### src/rtl/fetch_sequencer_pkg.sv
// Shared bus definitions for the 4-bit multiplexed instruction bus:
// subcycle encoding and the opcode groups that trigger a command strobe.
package fetch_sequencer_pkg;

    typedef enum logic [2:0] {
        A1 = 3'd0,
        A2 = 3'd1,
        A3 = 3'd2,
        M1 = 3'd3,
        M2 = 3'd4,
        X1 = 3'd5,
        X2 = 3'd6,
        X3 = 3'd7
    } subcycle_t;

    localparam logic [3:0]  SRC_OPR_DEF  = 4'h2;
    localparam logic [3:0]  IO_OPR_DEF   = 4'hE;
    localparam logic [11:0] RESET_PC_DEF = 12'h000;

endpackage

### src/rtl/bus_cycle_counter.sv
// Eight-subcycle frame counter with halt, also used by the ROM/RAM chips
// so that every device on the bus agrees on the current subcycle.
module bus_cycle_counter
    import fetch_sequencer_pkg::*;
(
    input  logic       clock,
    input  logic       reset,
    input  logic       halt,
    output subcycle_t  cycle,
    output logic [7:0] strobe
);

    subcycle_t next_cycle;

    always_ff @(posedge clock or posedge reset) begin
        if (reset) begin
            cycle <= A1;
        end else begin
            cycle <= next_cycle;
        end
    end

    // Natural 3-bit wrap takes X3 back to A1.
    always_comb begin
        next_cycle = cycle;
        if (!halt) begin
            next_cycle = subcycle_t'(cycle + 3'd1);
        end
        strobe = 8'b1 << cycle;
    end

endmodule

### src/rtl/fetch_sequencer.sv
// Bus master for the multiplexed instruction bus: sends the PC as nibbles,
// captures OPR/OPA, hands the byte to execute and handles jumps and halt.
module fetch_sequencer
    import fetch_sequencer_pkg::*;
#(
    parameter logic [11:0] RESET_PC = RESET_PC_DEF,
    parameter logic [3:0]  SRC_OPR  = SRC_OPR_DEF,
    parameter logic [3:0]  IO_OPR   = IO_OPR_DEF
) (
    input  logic        clock,
    input  logic        reset,
    input  logic        halt,
    input  logic [3:0]  data_i,
    output logic [3:0]  data_o,
    output logic        data_en,
    output logic        sync,
    output logic        cmd,
    input  logic [3:0]  src_chip,
    input  logic        jump_valid,
    input  logic [11:0] jump_addr,
    output logic        jump_ack,
    output logic        inst_valid,
    output logic [7:0]  inst,
    output logic [11:0] inst_pc
);

    subcycle_t  cycle;
    logic [7:0] strobe;
    logic [11:0] pc;
    logic [3:0]  opr;
    logic [3:0]  opa;
    logic        src_cmd;

    bus_cycle_counter u_counter (
        .clock  (clock),
        .reset  (reset),
        .halt   (halt),
        .cycle  (cycle),
        .strobe (strobe)
    );

    // inst_pc is latched with OPA so it stays tied to the byte even after pc moves on.
    always_ff @(posedge clock or posedge reset) begin
        if (reset) begin
            pc      <= RESET_PC;
            opr     <= 4'h0;
            opa     <= 4'h0;
            inst_pc <= 12'h000;
        end else if (!halt) begin
            if (strobe[M1]) begin
                opr <= data_i;
            end
            if (strobe[M2]) begin
                opa     <= data_i;
                inst_pc <= pc;
            end
            if (strobe[X3]) begin
                pc <= jump_valid ? jump_addr : pc + 12'd1;
            end
        end
    end

    // Bus drive and command decode; reset forces the bus idle immediately.
    always_comb begin
        data_o  = 4'h0;
        data_en = 1'b0;
        cmd     = 1'b1;
        src_cmd = (opr == SRC_OPR) && opa[0];
        if (!reset) begin
            if (strobe[A1]) begin
                data_o  = pc[3:0];
                data_en = 1'b1;
            end else if (strobe[A2]) begin
                data_o  = pc[7:4];
                data_en = 1'b1;
            end else if (strobe[A3]) begin
                data_o  = pc[11:8];
                data_en = 1'b1;
            end else if (strobe[X2] && src_cmd) begin
                data_o  = src_chip;
                data_en = 1'b1;
                cmd     = 1'b0;
            end else if (strobe[M2] && (opr == IO_OPR)) begin
                cmd     = 1'b0;
            end
        end
        sync       = (cycle == X3);
        inst_valid = strobe[X1] && !halt && !reset;
        jump_ack   = strobe[X3] && !halt && jump_valid && !reset;
        inst       = {opr, opa};
    end

endmodule

### config.mk
export PLATFORM = sky130hd
export DESIGN_NAME = fetch_sequencer
export DESIGN_NICKNAME = d
export VERILOG_FILES = /design/src/rtl/fetch_sequencer_pkg.sv /design/src/rtl/bus_cycle_counter.sv /design/src/rtl/fetch_sequencer.sv
export SDC_FILE = /design/constraint.sdc
export NUM_CORES = 1
export LEC_CHECK = 0
export ABC_CLOCK_PERIOD_IN_PS = 3250
export BUFFER_PORTS_ARGS = -buffer_cell sky130_fd_sc_hd__buf_4
export CAP_MARGIN = 20
export CORE_UTILIZATION = 46
export CTS_BUF_LIST = sky130_fd_sc_hd__clkbuf_16
export DETAILED_ROUTE_END_ITERATION = 7
export PLACE_DENSITY_LB_ADDON = 0.08
export RECOVER_POWER = 25
export SLEW_MARGIN = 10
export SYNTH_ARGS = -nofsm -noshare
export SYNTH_HDL_FRONTEND = slang
export SYNTH_SLANG_ARGS = --single-unit
### constraint.sdc
create_clock -name clock -period 3.25 [get_ports clock]
set_input_delay 0.65 -clock clock [delete_from_list [all_inputs] [get_ports clock]]
set_output_delay 0.65 -clock clock [all_outputs]
set_load 0.01 [all_outputs]
# Yosys cells after proc, flatten, opt, wreduce, memory -nomap -nowiden
# Index checks and enable logic that the tools add are counted.
# word_totals
output_inout_bits,29
input_bits,24
register_bits,35
# op_classes
n_reduce_logical,13
eq_ne,3
bitwise,1
addsub,2
n_mux,17
n_shift,1
# ops
operator,count
two-way mux 4 bit,5
"adder 12 x 1 -> 12 bit, second input constant",1
two-way mux 12 bit,1
two-way mux 1 bit,11
logical AND 1 bit,8
"left shift 1 x 3 -> 8 bit, first input constant",1
AND reduction 2 bit,3
"== test 4 x 2 -> 1 bit, second input constant",1
"== test 4 bit, second input constant",1
"adder 3 x 1 -> 3 bit, second input constant",1
"== test 3 bit, second input constant",1
zero test 1 bit,2
NOT 1 bit,1

# Depth between registers and ports, before layout
# depth
word_depth,8
ltp_mapped,7
depth_no_buf,6

# Modules after synthesis
# A second synthesis with hierarchy kept.
# hier_totals
hier_cells,195
area_unflattened_um2,1918.1
# by_module_without_submodules
module,area_each_um2,cells_each,n_inst
fetch_sequencer,1680.4,173,1
bus_cycle_counter,237.7,22,1

# Worst setup path before layout
# No wires, ideal clock.
# synth_timing
path_kind,input to output
start,input port reset
end,output port cmd
t_arrival_ns,1.931
cell_stages,3
path_slack_ns,0.669
path_buffers,1
required_ns,2.600
path_cell_list,clkbuf_1 -> inv_1 -> o2111ai_1
# synth_via
elab_chain_len,1
# synth_lines
element,line_no,text
start: declaration,fetch_sequencer.sv:11,"input logic reset,"
two-way mux 1 bit,fetch_sequencer.sv:69,if (!reset) begin
end: declaration,fetch_sequencer.sv:17,"output logic cmd,"
# No other way between the ends.

# Final worst setup path
# layout_timing
start,register u_counter.cycle[0]
end,output port data_o[2]
# layout_via
elab_chain_len,7
# layout_lines
element,line_no,text
start: declaration,bus_cycle_counter.sv:9,"output subcycle_t cycle,"
start signal: assignment,bus_cycle_counter.sv:19,cycle <= next_cycle;
left shift 1 x 3 -> 8 bit *,bus_cycle_counter.sv:29,strobe = 8'b1 << cycle;
logical AND 1 bit,fetch_sequencer.sv:79,end else if (strobe[X2] && src_cmd) begin
two-way mux 4 bit,fetch_sequencer.sv:79,
two-way mux 4 bit,fetch_sequencer.sv:76,end else if (strobe[A3]) begin
two-way mux 4 bit,fetch_sequencer.sv:73,end else if (strobe[A2]) begin
two-way mux 4 bit *,fetch_sequencer.sv:70,if (strobe[A1]) begin
two-way mux 4 bit *,fetch_sequencer.sv:69,
end: declaration,fetch_sequencer.sv:14,"output logic [3:0] data_o,"
# Every way passes the cells marked *; elsewhere a longest branch is shown, timed or not.

==> impl_metrics.py <==
metrics = {
    "status": {
        "status": "complete, but fails checks",
        "violations": "capacitance limit, slew limit",
    },
    "drt": {
        "drc": 0,
        "dr.pass1.iters": 4,
        "wl_mm": 4.734,
        "vias_per_cell": 5.464,
        "wl_per_cell_um": 15.68,
        "dr.first_iter.drc_count": 85,
        "vias": 1650,
        "ant_nets": 0,
    },
    "cells_and_area": {
        "mostFrequentLayoutCell": "buf_4",
        "n_antenna_cell": 0,
        "fillers": 398,
        "layout_common_cells": "buf_4 (51), dfrtp_1 (35), a21oi_1 (26)",
        "post_route_cells_drive_above_1_share": 0.3214,
        "final_cells": 302,
        "register_area_um2": 875.8,
        "multi_input_area_um2": 972.2,
        "fin_nets": 282,
        "area_growth_pct": 24.84,
    },
    "synth": {
        "synthTopCellsByArea": "dfrtp_1 (44%), mux2_2 (9.1%), a21oi_1 (6.5%), ha_1 (4.4%), o21ai_0 (3.5%)",
        "synth_xor_area_frac": 0.004403,
        "ys_types": 39,
        "yosysSeqAreaShare": 0.4403,
        "yosysTopAreaCellShare": 0.4403,
        "synth_mux_area_frac": 0.1057,
        "async_flop_share": 1.000,
        "synth_compound_area_frac": 0.1453,
        "yosys.area_share.adder": 0.04403,
        "synth_area_um2": 1989,
        "ys_ff_latch": 35,
        "synth-edff-count": 0,
        "synth.avg_cell_area_um2": 9.800,
        "syn_nets": 234,
        "synth-simple-area-share": 0.1893,
        "ys.flop_type": "dfrtp_1",
        "ys_warn_count": 0,
        "syn_inst": 203,
        "synth_top_family_by_area": "simple AND/OR/NAND/NOR gates",
        "synth_top_area_cell": "dfrtp_1",
    },
    "global_route": {
        "grt_pass1_vias": 1456,
        "antenna_found_initial": 0,
        "grt_overflow": 0,
        "grt_max_degree": 36,
        "track_usage": 0.2247,
        "grt_pass1_wl_mm": 7.431,
    },
    "sta": {
        "finalHoldViolations": 0,
        "finalSetupTns_ns": 0,
        "rsz0062_at_grt": "no",
        "timing.slew.headroom": -0.3007,
        "report.final.slew_viol_count": 36,
        "holdWs_ns": 0.4783,
        "setup_viol": 0,
        "tightest_slew_ns": 1.951,
        "skew_ns": 0.006179,
        "setup_slack_ns": 0.6665,
        "fmax_mhz": 387.1,
        "fin_crit_ns": 2.584,
        "period_share": 0.7949,
    },
    "hold_path": {
        "hold_path_depth": 2,
        "hp-class": "reg2reg",
    },
    "clock_network": {
        "clkLatencyLatePin_ns": 0.28,
        "postCtsSetupBuffers": 0,
        "ctsResizeCount": 0,
        "cts_tree": "done",
        "cts_max_level": 2,
        "cts_buffers": 5,
        "clk_pin_slew_ns": 0.05,
        "holdBufCountCts": 0,
        "clock-root-buffer": "clkbuf_16",
        "cts_sinks": 35,
        "clockBufferDepth": 2,
    },
    "placed_design": {
        "gp_congestion": 0.8377,
        "portBuffers": 52,
        "place_ws_ns": 0.9852,
        "dp_cells": 294,
        "dp_hpwl_mm": 3.287,
    },
    "run": {
        "drv_cap": 1,
    },
    "critical_path": {
        "start_kind": "flip-flop",
        "critPathSlowestCell": "ha_1",
        "cpMostUsedCell": "a21oi_1",
        "end_kind": "primary output",
        "critPathKind": "reg2out",
        "max_stage_delay_ns": 0.45,
        "required_ns": 2.60,
        "path_buf_inv": 2,
        "reg2reg_depth": 4,
        "crit_family": "adder cells",
        "crit_cells": 7,
        "arrival_ns": 1.93,
        "worstPathMaxFanout": 12,
        "path_cells": "inv_1 -> ha_1 -> nor2_1 -> a21oi_1 -> a21oi_1 -> nor3_1 -> buf_4",
    },
    "floorplanning": {
        "start_util": 0.4868,
        "fp.dieW_um": 67.77,
        "ios": 53,
        "die_area_um2": 4592,
        "rows": 23,
        "core_um2": 4086,
        "fp.dieH_um": 67.77,
    },
    "power": {
        "powerDensity_nw_per_um2": 932.0,
        "peakVddDrop_uv": 401.4,
        "power_uw": 2315,
        "power_leakage_uw": 0.001164,
    },
}
[final timing paths]
check                      slack, ns               start          to
setup / recovery                0.67  u_counter.cycle[0]   data_o[2]
hold / removal                  0.48          inst_pc[3]  inst_pc[3]
setup reg to reg                1.51  u_counter.cycle[0]  inst_pc[9]
hold reg to reg                 0.48          inst_pc[3]  inst_pc[3]
max in group asynchronous       0.84               reset  inst_pc[2]
min in group asynchronous       1.29               reset       pc[8]
[per-layer routing]
metal / GRT usage / vias to the layer above / wire length [um]
met5: 0 / - / 0
li1: - / 824 / -
met3: 0.05236 / 5 / 231
met1: 0.3122 / 772 / 2323
met4: 0.07979 / 0 / 41
met2: 0.3379 / 49 / 2138
[final cells by class]
class,instances,area share
Sequential cell,35,0.3526
Inverter,10,0.01511
Timing Repair Buffer,54,0.1587
Clock inverter,3,0.006549
Tap cell,50,0.02519
Clock buffer,5,0.05038
Multi-Input combinational cell,145,0.3914
[cell usage after synthesis, drive strengths merged (4+ instances only)]
master	number
nor3	8
nand4	6
clkbuf	5
ha	7
a21oi	26
nand3	8
inv	10
o21ai	14
nor3b	4
buf	8
and3	5
dfrtp	35
nor2	8
mux2	16
nand2	15
[cell families after synthesis]
kind of cell	after synthesis
muxes	19
AOI/OAI and AO/OA	52
and+or+nand+nor	66
xor gates and xnor gates	1
buffers and inverters	23
adders and majority gates	7
DFF	35
[registers in the layout, indices dropped and copies added (netlist names)]
name,flops
inst_pc,12
u_counter.cycle,3
pc,12
opa,4
opr,4
[metrics by stage]
step,utilization,instance area (um2)
floorplan,-,1989
global placement,0.5759,2354
detailed placement,0.5759,2354
CTS,0.6105,2495
global route,0.6078,2484
finish,0.6078,2484
[tightest hold or removal path: stages, from the launching register on]
cell and delay (ns):
dfrtp_1 0.33, nand2_1 0.04, o21ai_0 0.06
[where the power goes]
part           internal [uW]  switching, uW
clock                    279            176
combinational            499            469
sequential               646            245
(Power assumes the default switching activity.)
